**config.mk**
```make
export PLATFORM = sky130hd
export DESIGN_NAME = vga_timing_ctrl
export DESIGN_NICKNAME = d
export VERILOG_FILES = /design/src/rtl/vga_timing_ctrl.sv
export SDC_FILE = /design/constraint.sdc
export NUM_CORES = 1
export LEC_CHECK = 0
export ABC_AREA = 1
export ABC_CLOCK_PERIOD_IN_PS = 2500
export BUFFER_PORTS_ARGS = -buffer_cell sky130_fd_sc_hd__buf_2
export CORE_MARGIN = 5
export CORE_UTILIZATION = 40
export DETAILED_ROUTE_END_ITERATION = 8
export PLACE_DENSITY = 0.65
export SLEW_MARGIN = 10
export SYNTH_ARGS = -nofsm -noshare
export SYNTH_HDL_FRONTEND = slang
export SYNTH_SLANG_ARGS = --single-unit
```
**constraint.sdc**
```tcl
create_clock -name vga_clk -period 2.5 [get_ports vga_clk]
set_clock_uncertainty 0.05 [all_clocks]
set_input_delay 0.25 -clock vga_clk [delete_from_list [all_inputs] [get_ports vga_clk]]
set_output_delay 0.25 -clock vga_clk [all_outputs]
set_load 0.005 [all_outputs]
```
**src/rtl/vga_timing_ctrl.sv**
```systemverilog
// vga_timing_ctrl
//
// Purpose: generates VGA raster timing from a single pixel clock.
// - A horizontal pixel counter and a vertical line counter run continuously.
// - A line is ordered visible, front porch, sync, back porch. A frame uses the same order.
// - The current visible pixel address is presented to a combinational drawing stage.
// - The returned colour, together with hsync and vsync, is registered, so all three
//   reach the connector on the same clock.
//
// Optional feature: when the macro VGA_TEST_PATTERN_EN is defined, pos_data is ignored.
// In its place the block emits eight vertical colour bars, each H_VISIBLE/8 columns wide,
// in this order: white, yellow, cyan, green, magenta, red, blue, black. Timing is unchanged.
// When the macro is undefined, which is the default build, no pattern logic exists.
//
// Ports:
//   vga_clk     in   1   pixel clock; every register is clocked by it
//   rst         in   1   synchronous, active-high reset
//   pos_data    in   24  RGB888 pixel for the current pos_x/pos_y (same-cycle)
//   pos_x       out  10  visible column, 0 outside the visible area
//   pos_y       out  10  visible row, 0 outside the visible area
//   data_req    out  1   pos_x/pos_y address a visible pixel
//   hsync       out  1   horizontal sync, active-low, registered
//   vsync       out  1   vertical sync, active-low, registered
//   rgb         out  24  registered pixel {R,G,B}, black during blanking
//   frame_start out  1   one-clock pulse aligned with the first visible pixel on rgb

module vga_timing_ctrl #(
  parameter int unsigned H_VISIBLE = 640,
  parameter int unsigned H_FRONT   = 16,
  parameter int unsigned H_SYNC    = 96,
  parameter int unsigned H_BACK    = 48,
  parameter int unsigned V_VISIBLE = 480,
  parameter int unsigned V_FRONT   = 10,
  parameter int unsigned V_SYNC    = 2,
  parameter int unsigned V_BACK    = 33
) (
  input  logic        vga_clk,
  input  logic        rst,
  input  logic [23:0] pos_data,
  output logic [9:0]  pos_x,
  output logic [9:0]  pos_y,
  output logic        data_req,
  output logic        hsync,
  output logic        vsync,
  output logic [23:0] rgb,
  output logic        frame_start
);

  localparam int unsigned HTotal = H_VISIBLE + H_FRONT + H_SYNC + H_BACK;
  localparam int unsigned VTotal = V_VISIBLE + V_FRONT + V_SYNC + V_BACK;

  // Counter compare points. All of them fit in the 10-bit position width.
  localparam logic [9:0] HMax       = 10'(HTotal - 1);
  localparam logic [9:0] VMax       = 10'(VTotal - 1);
  localparam logic [9:0] HVis       = 10'(H_VISIBLE);
  localparam logic [9:0] VVis       = 10'(V_VISIBLE);
  localparam logic [9:0] HSyncStart = 10'(H_VISIBLE + H_FRONT);
  localparam logic [9:0] HSyncEnd   = 10'(H_VISIBLE + H_FRONT + H_SYNC);
  localparam logic [9:0] VSyncStart = 10'(V_VISIBLE + V_FRONT);
  localparam logic [9:0] VSyncEnd   = 10'(V_VISIBLE + V_FRONT + V_SYNC);

  logic [9:0]  h_cnt_q, h_cnt_d;
  logic [9:0]  v_cnt_q, v_cnt_d;
  logic [23:0] rgb_q, rgb_d;
  logic        hsync_q, hsync_d;
  logic        vsync_q, vsync_d;
  logic        frame_start_q, frame_start_d;

  logic        visible;
  logic [23:0] pixel;

  // ---------------------------------------------------------------------------
  // Raster counters
  // ---------------------------------------------------------------------------
  always_comb begin
    h_cnt_d = h_cnt_q + 10'd1;
    v_cnt_d = v_cnt_q;
    if (h_cnt_q == HMax) begin
      h_cnt_d = '0;
      if (v_cnt_q == VMax) begin
        v_cnt_d = '0;
      end else begin
        v_cnt_d = v_cnt_q + 10'd1;
      end
    end
  end

  // ---------------------------------------------------------------------------
  // Drawing-stage address. This path is purely combinational, so the drawing
  // stage answers within the same clock.
  // ---------------------------------------------------------------------------
  assign visible  = (h_cnt_q < HVis) && (v_cnt_q < VVis);
  assign data_req = visible;
  assign pos_x    = visible ? h_cnt_q : 10'd0;
  assign pos_y    = visible ? v_cnt_q : 10'd0;

  // ---------------------------------------------------------------------------
  // Pixel source
  // ---------------------------------------------------------------------------
`ifdef VGA_TEST_PATTERN_EN
  localparam int unsigned BarW = H_VISIBLE / 8;

  logic [2:0] bar_idx;
  logic       unused_pos_data;

  // In pattern mode the drawing stage is deliberately ignored.
  assign unused_pos_data = ^pos_data;

  // Compare against the bar edges rather than divide the column.
  always_comb begin
    bar_idx = 3'd0;
    for (int k = 1; k < 8; k++) begin
      if (h_cnt_q >= 10'(k * BarW)) begin
        bar_idx = 3'(k);
      end
    end
  end

  always_comb begin
    pixel = 24'h000000;
    unique case (bar_idx)
      3'd0:    pixel = 24'hFFFFFF;
      3'd1:    pixel = 24'hFFFF00;
      3'd2:    pixel = 24'h00FFFF;
      3'd3:    pixel = 24'h00FF00;
      3'd4:    pixel = 24'hFF00FF;
      3'd5:    pixel = 24'hFF0000;
      3'd6:    pixel = 24'h0000FF;
      3'd7:    pixel = 24'h000000;
      default: pixel = 24'h000000;
    endcase
  end
`else
  assign pixel = pos_data;
`endif

  // ---------------------------------------------------------------------------
  // Registered outputs. Every value is derived from the current counters, so
  // rgb, hsync, vsync and frame_start share the same one-clock lag.
  // ---------------------------------------------------------------------------
  always_comb begin
    rgb_d         = visible ? pixel : 24'h000000;
    hsync_d       = !((h_cnt_q >= HSyncStart) && (h_cnt_q < HSyncEnd));
    vsync_d       = !((v_cnt_q >= VSyncStart) && (v_cnt_q < VSyncEnd));
    frame_start_d = (h_cnt_q == 10'd0) && (v_cnt_q == 10'd0);
  end

  always_ff @(posedge vga_clk) begin
    if (rst) begin
      h_cnt_q       <= '0;
      v_cnt_q       <= '0;
      rgb_q         <= 24'h000000;
      hsync_q       <= 1'b1;
      vsync_q       <= 1'b1;
      frame_start_q <= 1'b0;
    end else begin
      h_cnt_q       <= h_cnt_d;
      v_cnt_q       <= v_cnt_d;
      rgb_q         <= rgb_d;
      hsync_q       <= hsync_d;
      vsync_q       <= vsync_d;
      frame_start_q <= frame_start_d;
    end
  end

  assign rgb         = rgb_q;
  assign hsync       = hsync_q;
  assign vsync       = vsync_q;
  assign frame_start = frame_start_q;

endmodule

```
==> reports/results.ini <==
[worst_setup_path]
slowest_stage=dfxtp_1
max_stage_delay_ns=0.42
r2r_cells=8
reg2reg_from=h_cnt_q[0]$_SDFF_PP0_
cp-end-kind=output port
crit_required_ns=2.20
cp_cell_sequence=inv_1 > o211ai_1 > nor2_2 > inv_2 > nor2_1 > buf_2
rr_endpoint=v_cnt_q[9]$_SDFFE_PP0N_
ff2ff_setup_slack_ns=0.86
cp_max_fo=19
crit_arrival_ns=1.66
critical_path_class=reg2out
startpoint_type=register

[min_path]
holdPathStages=3
hp-class=in2reg
worstHoldEndpoint=rgb[13]$_SDFF_PP0_
hold_path_startpoint=pos_data[13]

[yosys]
yosysTopAreaCellShare_pct=46.1
ys_seq_elements=47
synth.largest_area_cell=dfxtp_1
synthTopCellsByArea=dfxtp_1 46%, nor2_1 13%, inv_1 9.4%
synthCells=279
syn_area_mm2=0.00204
synth_nets=309
yosys_warnings=0
ys_seq_area_share_pct=46.1
ys_types=27
syn_area_per_cell_um2=7.32

[final_layout]
multi_input_area_um2=862
area_growth_syn_to_layout_pct=25.5
antenna_cells=0
layout-drive-gt1-share_pct=27.1
final_cell_area_mm2=0.00256
regArea_um2=941
nets=384
layout.cells.most_common_list=73 x nor2_1, 72 x buf_2, 51 x inv_1
layout_commonest_cell=nor2_1
nFillCells=521

[timing]
finalSetupTns_ns=0
rsz0062_at_grt=false
setup_slack_ns=0.545
slew_violations=0
fin_crit_sh_pct=78.2
finalSetupViolations=0
finalHoldViolations=0
max_clock_freq_ghz=0.511
min_period_ns=1.96

[die]
io_pins=74
die_h_um=81.5
die_area_mm2=0.00663
start_util_pct=40.5
row_count=26
die_x_um=81.5
core_area_mm2=0.00504

[power]
powerDensity_mw_per_mm2=556
p_leak_nw=1.39
ir_drop_mv=0.326

[drt]
dr_wl_met3_um=562
drtIter0Drc=120
drcViolationCount=0
wl_per_cell_um=11.3
via_count=1862
topRoutingLayerUsed=met4
dr_wl_met2_mm=2.00
detail-route-antenna-nets=0
totalWireLength_mm=4.80
vias_per_cell=4.39
drt_pass1_iterations=4
drt-met1-wl_mm=2.16

[global_routing]
grt_start_max_net_pins=25
grt_pass1_vias=1774
gr-usage-all-layers_pct=15.5
grt_pass1_wl_mm=7.98
antenna_found_initial=0
gr-total-overflow=0

[clock_network]
clock_latency_ns=0.29
ctsLongestPathBuffers=2
post_cts_resized=0
cts_root_buf=clkbuf_8
cts_tree=yes
cts.htree.levels=2
ctsHoldBuffers=0
cts.sinks=47
cts_buffers=5
clk_pin_slew_ns=0.08
cts_setup_buffers=0

[place]
place_congestion=0.928
io_buffers=72
post-place-ws_ns=0.867
dpl.hpwl_mm=3.71
placed_area_mm2=0.00246

[status]
status=finished, final reports clean

[flow_run]
max-cap-violations=0

-- cells in the mapped netlist --
| master | instances |
|---|---|
| nor3_1 | 7 |
| nand2_4 | 2 |
| conb_1 | 1 |
| inv_4 | 1 |
| buf_4 | 4 |
| o2111ai_1 | 1 |
| nor4_1 | 1 |
| nand3_1 | 17 |
| nor3b_1 | 1 |
| nand3b_1 | 1 |
| o211ai_1 | 1 |
| inv_2 | 2 |
| clkinv_1 | 1 |
| nand4_1 | 5 |
| inv_1 | 51 |
| xor2_1 | 3 |
| nor2_2 | 4 |
| nand3_4 | 1 |
| nand2_1 | 33 |
| ha_1 | 4 |
| o21ai_1 | 1 |
| dfxtp_1 | 47 |
| nand2_2 | 6 |
| a21oi_1 | 8 |
| nor2_8 | 2 |
| nor2_1 | 73 |
| o21a_1 | 1 |
-- power breakdown --
| group | total [mW] | switching (mW) | internal, mW |
|---|---|---|---|
| Sequential | 0.784 | 0.00958 | 0.774 |
| Clock | 0.538 | 0.245 | 0.293 |
| Combinational | 0.102 | 0.0539 | 0.0485 |
| Total | 1.42 | 0.308 | 1.12 |
-- worst max-delay path, delay by kind of cell, from the launching register on --
family / cells / cell delay (ns)
flip-flops: 1 / 0.42
buffers and inverters: 3 / 0.54
AND/OR/NAND/NOR: 2 / 0.19
AO/OA/AOI/OAI: 1 / 0.22
-- logic make-up (layout without fill, tap and decap cells) --
| family | count (synthesis) | count (layout) | share of synthesized area, % |
|---|---|---|---|
| AO/OA/AOI/OAI | 12 | 12 | 3.37 |
| XOR/XNOR | 3 | 3 | 1.29 |
| adder cells (fa/ha/maj) | 4 | 4 | 2.45 |
| buffers and inverters | 59 | 134 | 11.7 |
| flip-flops | 47 | 47 | 46.1 |
| other | 1 | 1 | 0.184 |
| AND/OR/NAND/NOR | 153 | 153 | 34.9 |
-- how the worst max path moves through the flow --
stage / from / to / slack [ns] / depth (start not counted)
2_1_floorplan: h_cnt_q[0]$_SDFF_PP0_ / v_cnt_q[9]$_SDFFE_PP0N_ / 1.05 / 8
3_3_place_gp: h_cnt_q[9]$_SDFF_PP0_ / pos_y[8] / 0.90 / 6
3_5_place_dp: h_cnt_q[0]$_SDFF_PP0_ / v_cnt_q[9]$_SDFFE_PP0N_ / 0.87 / 8
4_1_cts: h_cnt_q[9]$_SDFF_PP0_ / pos_y[8] / 0.54 / 6
5_1_grt: h_cnt_q[9]$_SDFF_PP0_ / pos_y[0] / 0.41 / 6
6_report: h_cnt_q[9]$_SDFF_PP0_ / pos_y[8] / 0.54 / 6
-- layer usage --
metal  global-route usage, %  up-vias
met5                       0        -
met4                    4.22        0
met3                    7.35        9
met2                    24.6       74
met1                    18.7      795
li1                        -      984
-- final cells by class --
class / instances / share of cell area (%)
multi-input combinational: 173 / 33.6
clock buffer: 6 / 2.83
tap: 70 / 3.42
clock inverter: 1 / 1.17
sequential: 47 / 36.7
timing repair buffer: 72 / 14.1
inverter: 55 / 8.15
-- flip-flops by register name, indices dropped and copies added, names as in the netlist --
name         count
frame_start      1
v_cnt_q         10
rgb             24
vsync            1
h_cnt_q         10
hsync            1
-- per-stage QoR --
stage / utilization, % / total power [mW] / hold slack, ns / cells
2_1_floorplan: - / 0.853 / 0.303 / 279
3_3_place_gp: 48.8 / 0.903 / 0.411 / 417
3_5_place_dp: 48.8 / 0.905 / 0.418 / 417
4_1_cts: 50.8 / 1.44 / 0.106 / 424
5_1_grt: 50.8 / 1.49 / 0.105 / 424
6_report: 50.8 / 1.42 / 0.113 / 424
No activity file was read; power rests on OpenSTA's default activity.
